===== src/rtl/snake_dir_ctrl.sv =====
// Per-player snake direction controller: press edge-detect, reversal/duplicate filter,
// pending-turn FIFO committed one entry per game tick (with bypass when the queue is empty).
module snake_dir_ctrl #(
   parameter int         NUM_PLAYERS = 1,
   parameter int         QUEUE_DEPTH = 2,
   parameter logic [1:0] INIT_DIR    = 2'b11,
   localparam int        W           = $clog2(QUEUE_DEPTH + 1)
) (
   input  logic                       i_Clk,
   input  logic                       i_Rst_L,
   input  logic                       i_Enable,
   input  logic                       i_Clear,
   input  logic                       i_Tick,
   input  logic [4*NUM_PLAYERS-1:0]   i_Btn,
   output logic [2*NUM_PLAYERS-1:0]   o_Dir,
   output logic [W*NUM_PLAYERS-1:0]   o_Pending,
   output logic [NUM_PLAYERS-1:0]     o_Overflow
);

   localparam int             PW   = (QUEUE_DEPTH > 1) ? $clog2(QUEUE_DEPTH) : 1;
   localparam logic [W-1:0]   FULL = W'(QUEUE_DEPTH);
   localparam logic [PW-1:0]  LAST = PW'(QUEUE_DEPTH - 1);

   logic [4*NUM_PLAYERS-1:0] hist;
   logic [1:0]               dir_q  [NUM_PLAYERS];
   logic [W-1:0]             cnt_q  [NUM_PLAYERS];
   logic [PW-1:0]            rd_q   [NUM_PLAYERS];
   logic [PW-1:0]            wr_q   [NUM_PLAYERS];
   logic [1:0]               mem_q  [NUM_PLAYERS][QUEUE_DEPTH];
   logic [NUM_PLAYERS-1:0]   ovf_q;

   logic [3:0]               new_btn [NUM_PLAYERS];
   logic [1:0]               req_dir [NUM_PLAYERS];
   logic [1:0]               tail    [NUM_PLAYERS];
   logic [PW-1:0]            tail_idx[NUM_PLAYERS];
   logic [NUM_PLAYERS-1:0]   accept, pop, push, bypass, drop;

   function automatic logic [PW-1:0] ptr_inc(input logic [PW-1:0] v);
      return (v == LAST) ? '0 : v + 1'b1;
   endfunction

   always_comb begin
      for (int p = 0; p < NUM_PLAYERS; p++) begin
         new_btn[p] = i_Btn[4*p +: 4] & ~hist[4*p +: 4];
         // Up > Down > Left > Right; bit index equals the direction code
         if (new_btn[p][0])      req_dir[p] = 2'b00;
         else if (new_btn[p][1]) req_dir[p] = 2'b01;
         else if (new_btn[p][2]) req_dir[p] = 2'b10;
         else                    req_dir[p] = 2'b11;

         tail_idx[p] = (wr_q[p] == '0) ? LAST : wr_q[p] - 1'b1;
         tail[p]     = (cnt_q[p] != '0) ? mem_q[p][tail_idx[p]] : dir_q[p];

         accept[p] = i_Enable && !i_Clear && (|new_btn[p]) &&
                     (req_dir[p] != tail[p]) && (req_dir[p] != (tail[p] ^ 2'b01));
         pop[p]    = i_Enable && !i_Clear && i_Tick && (cnt_q[p] != '0);
         bypass[p] = accept[p] && i_Tick && (cnt_q[p] == '0);
         push[p]   = accept[p] && (pop[p] || (!i_Tick && cnt_q[p] != FULL));
         drop[p]   = accept[p] && !i_Tick && (cnt_q[p] == FULL);

         o_Dir[2*p +: 2]     = dir_q[p];
         o_Pending[W*p +: W] = cnt_q[p];
      end
   end

   assign o_Overflow = ovf_q;

   always_ff @(posedge i_Clk) begin
      if (!i_Rst_L) begin
         // All ones so buttons held through reset do not register as presses
         hist  <= '1;
         ovf_q <= '0;
         for (int p = 0; p < NUM_PLAYERS; p++) begin
            dir_q[p] <= INIT_DIR;
            cnt_q[p] <= '0;
            rd_q[p]  <= '0;
            wr_q[p]  <= '0;
         end
      end else begin
         hist <= i_Btn;
         for (int p = 0; p < NUM_PLAYERS; p++) begin
            ovf_q[p] <= drop[p];
            if (i_Clear) begin
               dir_q[p] <= INIT_DIR;
               cnt_q[p] <= '0;
               rd_q[p]  <= '0;
               wr_q[p]  <= '0;
            end else begin
               if (pop[p]) begin
                  dir_q[p] <= mem_q[p][rd_q[p]];
                  rd_q[p]  <= ptr_inc(rd_q[p]);
               end else if (bypass[p]) begin
                  dir_q[p] <= req_dir[p];
               end
               if (push[p]) begin
                  mem_q[p][wr_q[p]] <= req_dir[p];
                  wr_q[p]           <= ptr_inc(wr_q[p]);
               end
               if (push[p] && !pop[p])      cnt_q[p] <= cnt_q[p] + 1'b1;
               else if (pop[p] && !push[p]) cnt_q[p] <= cnt_q[p] - 1'b1;
            end
         end
      end
   end

endmodule

===== config.mk =====
export PLATFORM = sky130hd
export DESIGN_NAME = snake_dir_ctrl
export DESIGN_NICKNAME = d
export VERILOG_FILES = /design/src/rtl/snake_dir_ctrl.sv
export SDC_FILE = /design/constraint.sdc
export NUM_CORES = 1
export LEC_CHECK = 0
export CAP_MARGIN = 15
export CORE_MARGIN = 4
export CORE_UTILIZATION = 40
export DETAILED_ROUTE_END_ITERATION = 7
export PLACE_DENSITY = 0.71
export SLEW_MARGIN = 20
export SYNTH_ARGS = -nofsm -noshare
export SYNTH_HDL_FRONTEND = slang
export SYNTH_SLANG_ARGS = --single-unit
export TNS_END_PERCENT = 1

===== constraint.sdc =====
create_clock -name i_Clk -period 1.81 [get_ports i_Clk]
set_input_delay 0.181 -clock i_Clk [delete_from_list [all_inputs] [get_ports i_Clk]]
set_output_delay 0.181 -clock i_Clk [all_outputs]
set_load 0.01 [all_outputs]

==> key figures, run 1 <==
Status
  • Run status: finished, violations left
  • Failing checks: setup timing

STA
  • Layout Skew: 0.00769 ns
  • Hold Vio Cnt, Final: 0
  • Max frequency: 0.549 GHz
  • Min Tclk post-route: 1.82 ns
  • Final setup margin: -0.0123 ns
  • Period utilization: 1.01
  • Max-Slew Margin vs Limit: 0.786
  • RSZ-0062 raised after global routing: yes
  • Final setup fails: 3
  • Final Max Slew Viols: 0
  • Worst slew pin tran: 0.319 ns

Clocking
  • CTS tree: yes
  • Clk_lat worst skew: 0.30 ns
  • Reg clk slew, reported paths: 0.09 ns
  • Clock tree buffer depth: 2
  • Num CTS Buffers: 3
  • H-tree depth: 1
  • Hold Buf Count CTS: 0
  • Clock sink count: 15
  • Root Driver: clkbuf_4

Route
  • Initial drt markers: 14
  • Vias per cell: 5.24
  • DRC violations left: 0
  • WL/cell: 14.1 µm
  • Pre-antenna DRT Iters: 4
  • Vias: 744
  • Routed Antenna Nets: 0
  • Routed WL: 2000 µm

Finish
  • Nets: 127
  • Commonest non-fill, non-tap cell in the layout: buf_4
  • # fillers: 171
  • Layout cells sized above 1: 0.348
  • Commonest cells after routing, fill and taps aside: 22 x buf_4, 13 x clkdlybuf4s50_1, 10 x edfxtp_1
  • Antenna Cells: 0
  • Synth-to-layout area growth: 46.8%
  • Post-route design area: 0.00126 mm²

Global route
  • Met2 usage: 0.281
  • First-pass GRT wire length: 3310 µm
  • Gr usage total: 0.163
  • Met3 Track Usage GR: 0.0272
  • Largest net degree at the start of global routing: 10
  • Met1 GRT Util: 0.181
  • Most Used Layer, Global Route: met2
  • Initial antenna violation count: 0
  • Grt ovf: 0
  • Vias in the first global route: 754

Placement
  • I/O Buffers: 13
  • Dpl ws: -0.127 ns
  • Placed cell area: 0.00120 mm²
  • DP Wirelength: 1600 µm
  • Placer Congestion: 0.890

Synth
  • Post-Syn Area per Cell: 11.3 µm²
  • Compound-gate portion of the synthesized area: 0.184
  • Post-Syn Area: 858 µm²
  • EDFF count, synth: 10
  • Distinct cells, synth: 31
  • Mux contribution to synthesized area: 0.0656
  • Post-Synth Simple-Gate Area: 0.233
  • Ys async rst share: 0
  • Synth warnings: 0
  • Syn Inst Count: 76
  • Main combinational cell family by area after synthesis: simple AND/OR/NAND/NOR gates
  • Flops & latches, synth: 15
  • Adder-cell share of the synthesized area: 0.0292
  • Seq/Total Area, Yosys: 0.466
  • Ys flop type: edfxtp_1
  • Net count after synthesis: 87
  • XOR/XNOR share of the synthesized area: 0

Worst setup path
  • Worst setup EP type: register
  • Worst setup SP type: register
  • Reg2reg setup slack: -0.01 ns
  • Reg2reg start: cnt_q[0][1]$_DFFE_PP_
  • Reg-to-reg endpoint: cnt_q[0][0]$_DFFE_PP_
  • Max incr delay on CP: 0.44 ns
  • Worst EP required: 1.79 ns
  • Register-to-Register Path Depth: 5
  • Crit path buf inv count: 0
  • Worst-path maximum fanout: 3
  • Crit path kind: register to register
  • Crit path max-delay family: flip-flops
  • CP Data Arrival Time: 1.81 ns
  • CP cell instances: ha_1 -> nor2_1 -> o2111ai_1 -> mux2_4 -> o211ai_1
  • Slowest stage cell, crit path: edfxtp_1

Floorplan
  • Num ports: 14
  • Die area: 0.00295 mm²
  • Die X: 54.3 µm
  • Initial Util: 0.429
  • Die Y: 54.3 µm
  • Core area: 0.00200 mm²
  • Row cnt: 16

Run
  • Max-cap viol count: 0

Power
  • Leakage power: 0.500 nW
  • Pwr dens: 603 mW/mm²
  • Max VDD drop: 0.000469 V

Hold path
  • Worst hold path class: input port to register
  • Hold path depth: 2
  • Hold_sp: i_Btn[3]
  • Hold Crit Endpoint: hist[3]$_SDFF_PN1_
## worst max path at each step
stage | start | endpoint | slack (ns) | cells past startpoint
floorplan | cnt_q[0][0]$_DFFE_PP_ | cnt_q[0][0]$_DFFE_PP_ | -0.06 | 6
global placement | i_Btn[1] | mem_q[0][3]$_DFFE_PP_ | -0.08 | 5
detailed placement | i_Btn[1] | mem_q[0][1]$_DFFE_PP_ | -0.13 | 5
CTS | cnt_q[0][1]$_DFFE_PP_ | cnt_q[0][0]$_DFFE_PP_ | -0.02 | 6
global route | cnt_q[0][1]$_DFFE_PP_ | cnt_q[0][0]$_DFFE_PP_ | -0.12 | 6
finish | cnt_q[0][1]$_DFFE_PP_ | cnt_q[0][0]$_DFFE_PP_ | -0.01 | 5
## layout make-up
class	count	area, µm²	share of cell area
multi-input cells	56	484	0.384
flip-flops and latches	15	400	0.318
repair buffers	35	295	0.234
well taps	27	33.8	0.0268
clock buffers	3	22.5	0.0179
inverters	5	18.8	0.0149
clock inverters	1	5.00	0.00397
## routing by layer
layer	up-vias	part of all wire	wire length [µm]
met1	354	0.43	852
met2	20	0.51	1020
met4	0	0.022	44
li1	365	-	-
met5	-	0	0
met3	5	0.040	79
## logic make-up (layout without fill, tap and decap cells)
group                    after synthesis  count (layout)
AO/OA/AOI/OAI                         18              18
flip-flops                            15              15
AND/OR/NAND/NOR                       31              31
adder cells (fa/ha/maj)                2               2
buffers and inverters                  5              44
multiplexers                           5               5
## synth_stat cells (all sizes together), types with 3 or more instances
library cell,count,area (µm²)
mux2i,3,30.0
dfxtp,5,100
o2111ai,4,35.0
nand2b,7,51.3
o211ai,3,22.5
and2b,4,31.3
nor2,4,15.0
inv,5,18.8
nor2b,3,18.8
edfxtp,10,300
a21oi,3,18.8
nand2,5,18.8
## state kept, by name, indices dropped and copies added (netlist names)
name / flops
cnt_q: 2
dir_q: 2
hist: 4
mem_q: 4
o_Overflow: 1
rd_q: 1
wr_q: 1
## what timing repair did
item,in CTS,in global routing
setup endpoints to repair,6,10
pin swaps,4,0
gates resized for setup,2,2
buffers inserted,2,0
## stage by stage
stage | utilization | cells | setup TNS (ns) | total power [W] | hold WS (ns)
2_1_floorplan | - | 76 | -0.138 | 0.000473 | 0.252
3_3_place_gp | 0.601 | 136 | -0.453 | 0.000552 | 0.625
3_5_place_dp | 0.601 | 136 | -0.683 | 0.000557 | 0.634
4_1_cts | 0.628 | 142 | -0.102 | 0.000766 | 0.456
5_1_grt | 0.629 | 142 | -0.626 | 0.000811 | 0.433
6_report | 0.629 | 142 | -0.0291 | 0.000760 | 0.465
## where the power goes
group          total (W)  leakage, nW  internal, W  switching (W)
combinational   0.000176        0.346    0.0000971      0.0000787
sequential      0.000384        0.136     0.000377     0.00000684
clock           0.000200       0.0177    0.0000824       0.000118
total           0.000760        0.500     0.000556       0.000203
## worst register-to-register path, stage by stage (launching register included)
cell	delay, ns
edfxtp_1	0.44
ha_1	0.22
nor2_1	0.19
o2111ai_1	0.14
mux2_4	0.29
o211ai_1	0.24
Note: power is estimated with default switching activity, not from simulation.
==> run 2: changes to the inputs <==
--- a/config.mk
+++ b/config.mk
@@ -9,7 +9,7 @@
 export CORE_MARGIN = 4
 export CORE_UTILIZATION = 40
 export DETAILED_ROUTE_END_ITERATION = 7
-export PLACE_DENSITY = 0.71
+export PLACE_DENSITY = 0.69
 export SLEW_MARGIN = 20
 export SYNTH_ARGS = -nofsm -noshare
 export SYNTH_HDL_FRONTEND = slang
==> constraint.sdc (replaced) <==
create_clock -name i_Clk -period 1.9 [get_ports i_Clk]
set_input_delay 0.19 -clock i_Clk [delete_from_list [all_inputs] [get_ports i_Clk]]
set_output_delay 0.19 -clock i_Clk [all_outputs]
set_load 0.01 [all_outputs]
==> key figures, run 2 (synthesized netlist as in run 1, its figures left out) <==
Status
  • Run status: finished, final reports clean (was finished, violations left)

Placement
  • DP Wirelength: 1510 µm (was 1600 µm)
  • Placed cell area: 0.00117 mm² (was 0.00120 mm²)
  • Placer Congestion: 0.973 (was 0.890)
  • I/O Buffers: 13 (unchanged)
  • Placed instance count: 135 (was 136)

STA
  • Max-Slew Margin vs Limit: 0.806 (was 0.786)
  • Worst slew pin tran: 0.282 ns (was 0.319 ns)
  • Final setup fails: 0 (was 3)
  • Final hold slack: 0.484 ns (was 0.465 ns)
  • Hold Vio Cnt, Final: 0 (unchanged)
  • RSZ-0062 raised after global routing: yes (unchanged)
  • Max frequency: 0.536 GHz (was 0.549 GHz)
  • Min Tclk post-route: 1.87 ns (was 1.82 ns)
  • Layout Skew: 0.00509 ns (was 0.00769 ns)
  • Period utilization: 0.983 (was 1.01)
  • Final Max Slew Viols: 0 (unchanged)

Global route
  • Largest net degree at the start of global routing: 10 (unchanged)
  • First-pass GRT wire length: 2910 µm (was 3310 µm)
  • Vias in the first global route: 688 (was 754)
  • Met3 Track Usage GR: 0.0381 (was 0.0272)
  • Gr usage total: 0.146 (was 0.163)
  • Initial antenna violation count: 0 (unchanged)
  • Grt ovf: 0 (unchanged)
  • Most Used Layer, Global Route: met2 (unchanged)
  • Met2 usage: 0.231 (was 0.281)
  • Met1 GRT Util: 0.173 (was 0.181)

Finish
  • Final std cells w/o fill: 140 (was 142)
  • Layout cells sized above 1: 0.354 (was 0.348)
  • Commonest cells after routing, fill and taps aside: 20 x buf_4, 13 x clkdlybuf4s50_1, 10 x edfxtp_1 (was 22 x buf_4, 13 x clkdlybuf4s50_1, 10 x edfxtp_1)
  • Synth-to-layout area growth: 46.2% (was 46.8%)
  • Antenna Cells: 0 (unchanged)
  • Commonest non-fill, non-tap cell in the layout: buf_4 (unchanged)
  • Nets: 125 (was 127)
  • Post-route design area: 0.00125 mm² (was 0.00126 mm²)
  • # fillers: 164 (was 171)

Clocking
  • Reg clk slew, reported paths: 0.09 ns (about the same)
  • CTS tree: yes (unchanged)
  • Clk_lat worst skew: 0.29 ns (was 0.30 ns)
  • Clock tree buffer depth: 2 (unchanged)
  • Num CTS Buffers: 3 (unchanged)
  • H-tree depth: 1 (unchanged)
  • Root Driver: clkbuf_4 (unchanged)
  • Clock sink count: 15 (unchanged)

Route
  • Vias: 717 (was 744)
  • Routed WL: 1930 µm (was 2000 µm)
  • Initial drt markers: 9 (was 14)
  • Routed Antenna Nets: 0 (unchanged)
  • WL/cell: 13.8 µm (was 14.1 µm)
  • Pre-antenna DRT Iters: 4 (unchanged)
  • DRC violations left: 0 (unchanged)
  • Vias per cell: 5.12 (was 5.24)

Floorplan
  • Die area: 0.00295 mm² (unchanged)
  • Die X: 54.3 µm (unchanged)
  • Die Y: 54.3 µm (unchanged)
  • Core area: 0.00200 mm² (unchanged)
  • Initial Util: 0.429 (unchanged)
  • Row cnt: 16 (unchanged)
  • Num ports: 14 (unchanged)

Power
  • Pwr dens: 574 mW/mm² (was 603 mW/mm²)
  • Max VDD drop: 0.000447 V (was 0.000469 V)
  • Leakage power: 0.479 nW (was 0.500 nW)
  • Final Power: 0.000720 W (was 0.000760 W)

Worst setup path
  • Worst setup EP type: register (unchanged)
  • Worst-path maximum fanout: 6 (was 3)
  • Worst setup SP type: register (unchanged)
  • Worst EP required: 1.88 ns (was 1.79 ns)
  • Crit path kind: register to register (unchanged)
  • CP Data Arrival Time: 1.85 ns (was 1.81 ns)

Run
  • Max-cap viol count: 0 (unchanged)

Hold path
  • Worst hold path class: input port to register (unchanged)
-- run 2: worst paths after layout --
check	from	slack, ns	endpoint	depth (start not counted)
setup / recovery	cnt_q[0][0]$_DFFE_PP_	0.03	cnt_q[0][0]$_DFFE_PP_	6
hold / removal	i_Btn[3]	0.48	hist[3]$_SDFF_PN1_	2
setup reg to reg	cnt_q[0][0]$_DFFE_PP_	0.03	cnt_q[0][0]$_DFFE_PP_	6
hold reg to reg	rd_q[0]$_DFFE_PP_	0.65	rd_q[0]$_DFFE_PP_	1
-- run 2: stage by stage --
| stage | setup slack [ns] | TNS, ns | util |
|---|---|---|---|
| floorplan | -0.0622 | -0.238 | - |
| global placement | -0.0121 | -0.0243 | 0.584 |
| detailed placement | -0.0692 | -0.167 | 0.584 |
| CTS | 0.00938 | 0 | 0.603 |
| global route | -0.0363 | -0.0810 | 0.627 |
| finish | 0.0329 | 0 | 0.627 |
-- run 2: worst max-delay path, stage by stage, from the launching register on --
cell and delay [ns]:
edfxtp_1 0.37, inv_2 0.06, ha_4 0.17, and2b_2 0.22
a21oi_2 0.15, mux2_4 0.33, o211ai_1 0.26
-- run 2: what timing repair did --
item                                   CTS  global route
setup buffers                            0             1
hold buffers                             0             0
endpoints found under the hold margin    0             0
gates resized for setup                  3             8
setup endpoints to repair                7             8
pin swaps                                0             3
-- run 2: layout make-up --
cell class / instances / area, µm² / share of cell area
Clock inverter: 1 / 5.00 / 0.00399
Tap cell: 27 / 33.8 / 0.0269
Sequential cell: 15 / 400 / 0.319
Clock buffer: 3 / 22.5 / 0.0179
Inverter: 5 / 18.8 / 0.0150
Timing Repair Buffer: 33 / 280 / 0.223
Multi-Input combinational cell: 56 / 494 / 0.394
-- run 2: power breakdown --
part / internal (W) / leakage [nW] / total (W) / switching [W]
clock network: 0.0000783 / 0.0177 / 0.000187 / 0.000108
registers: 0.000359 / 0.136 / 0.000366 / 0.00000654
logic: 0.0000930 / 0.325 / 0.000168 / 0.0000745
-- run 2: layer usage --
layer / share of wire / wire length (µm) / up-vias
li1: - / - / 359
met4: 0.035 / 67 / 0
met5: 0 / 0 / -
met2: 0.47 / 899 / 22
met1: 0.45 / 876 / 327
met3: 0.046 / 88 / 9
==> run 3: changes to the inputs <==
--- a/config.mk
+++ b/config.mk
@@ -9,6 +9,7 @@
 export CORE_MARGIN = 4
 export CORE_UTILIZATION = 40
 export DETAILED_ROUTE_END_ITERATION = 7
+export GPL_ROUTABILITY_DRIVEN = 0
 export PLACE_DENSITY = 0.69
 export SLEW_MARGIN = 20
 export SYNTH_ARGS = -nofsm -noshare
==> results of run 3 <==
Same layout as run 2: the final DEF is identical, and so are final timing and power.
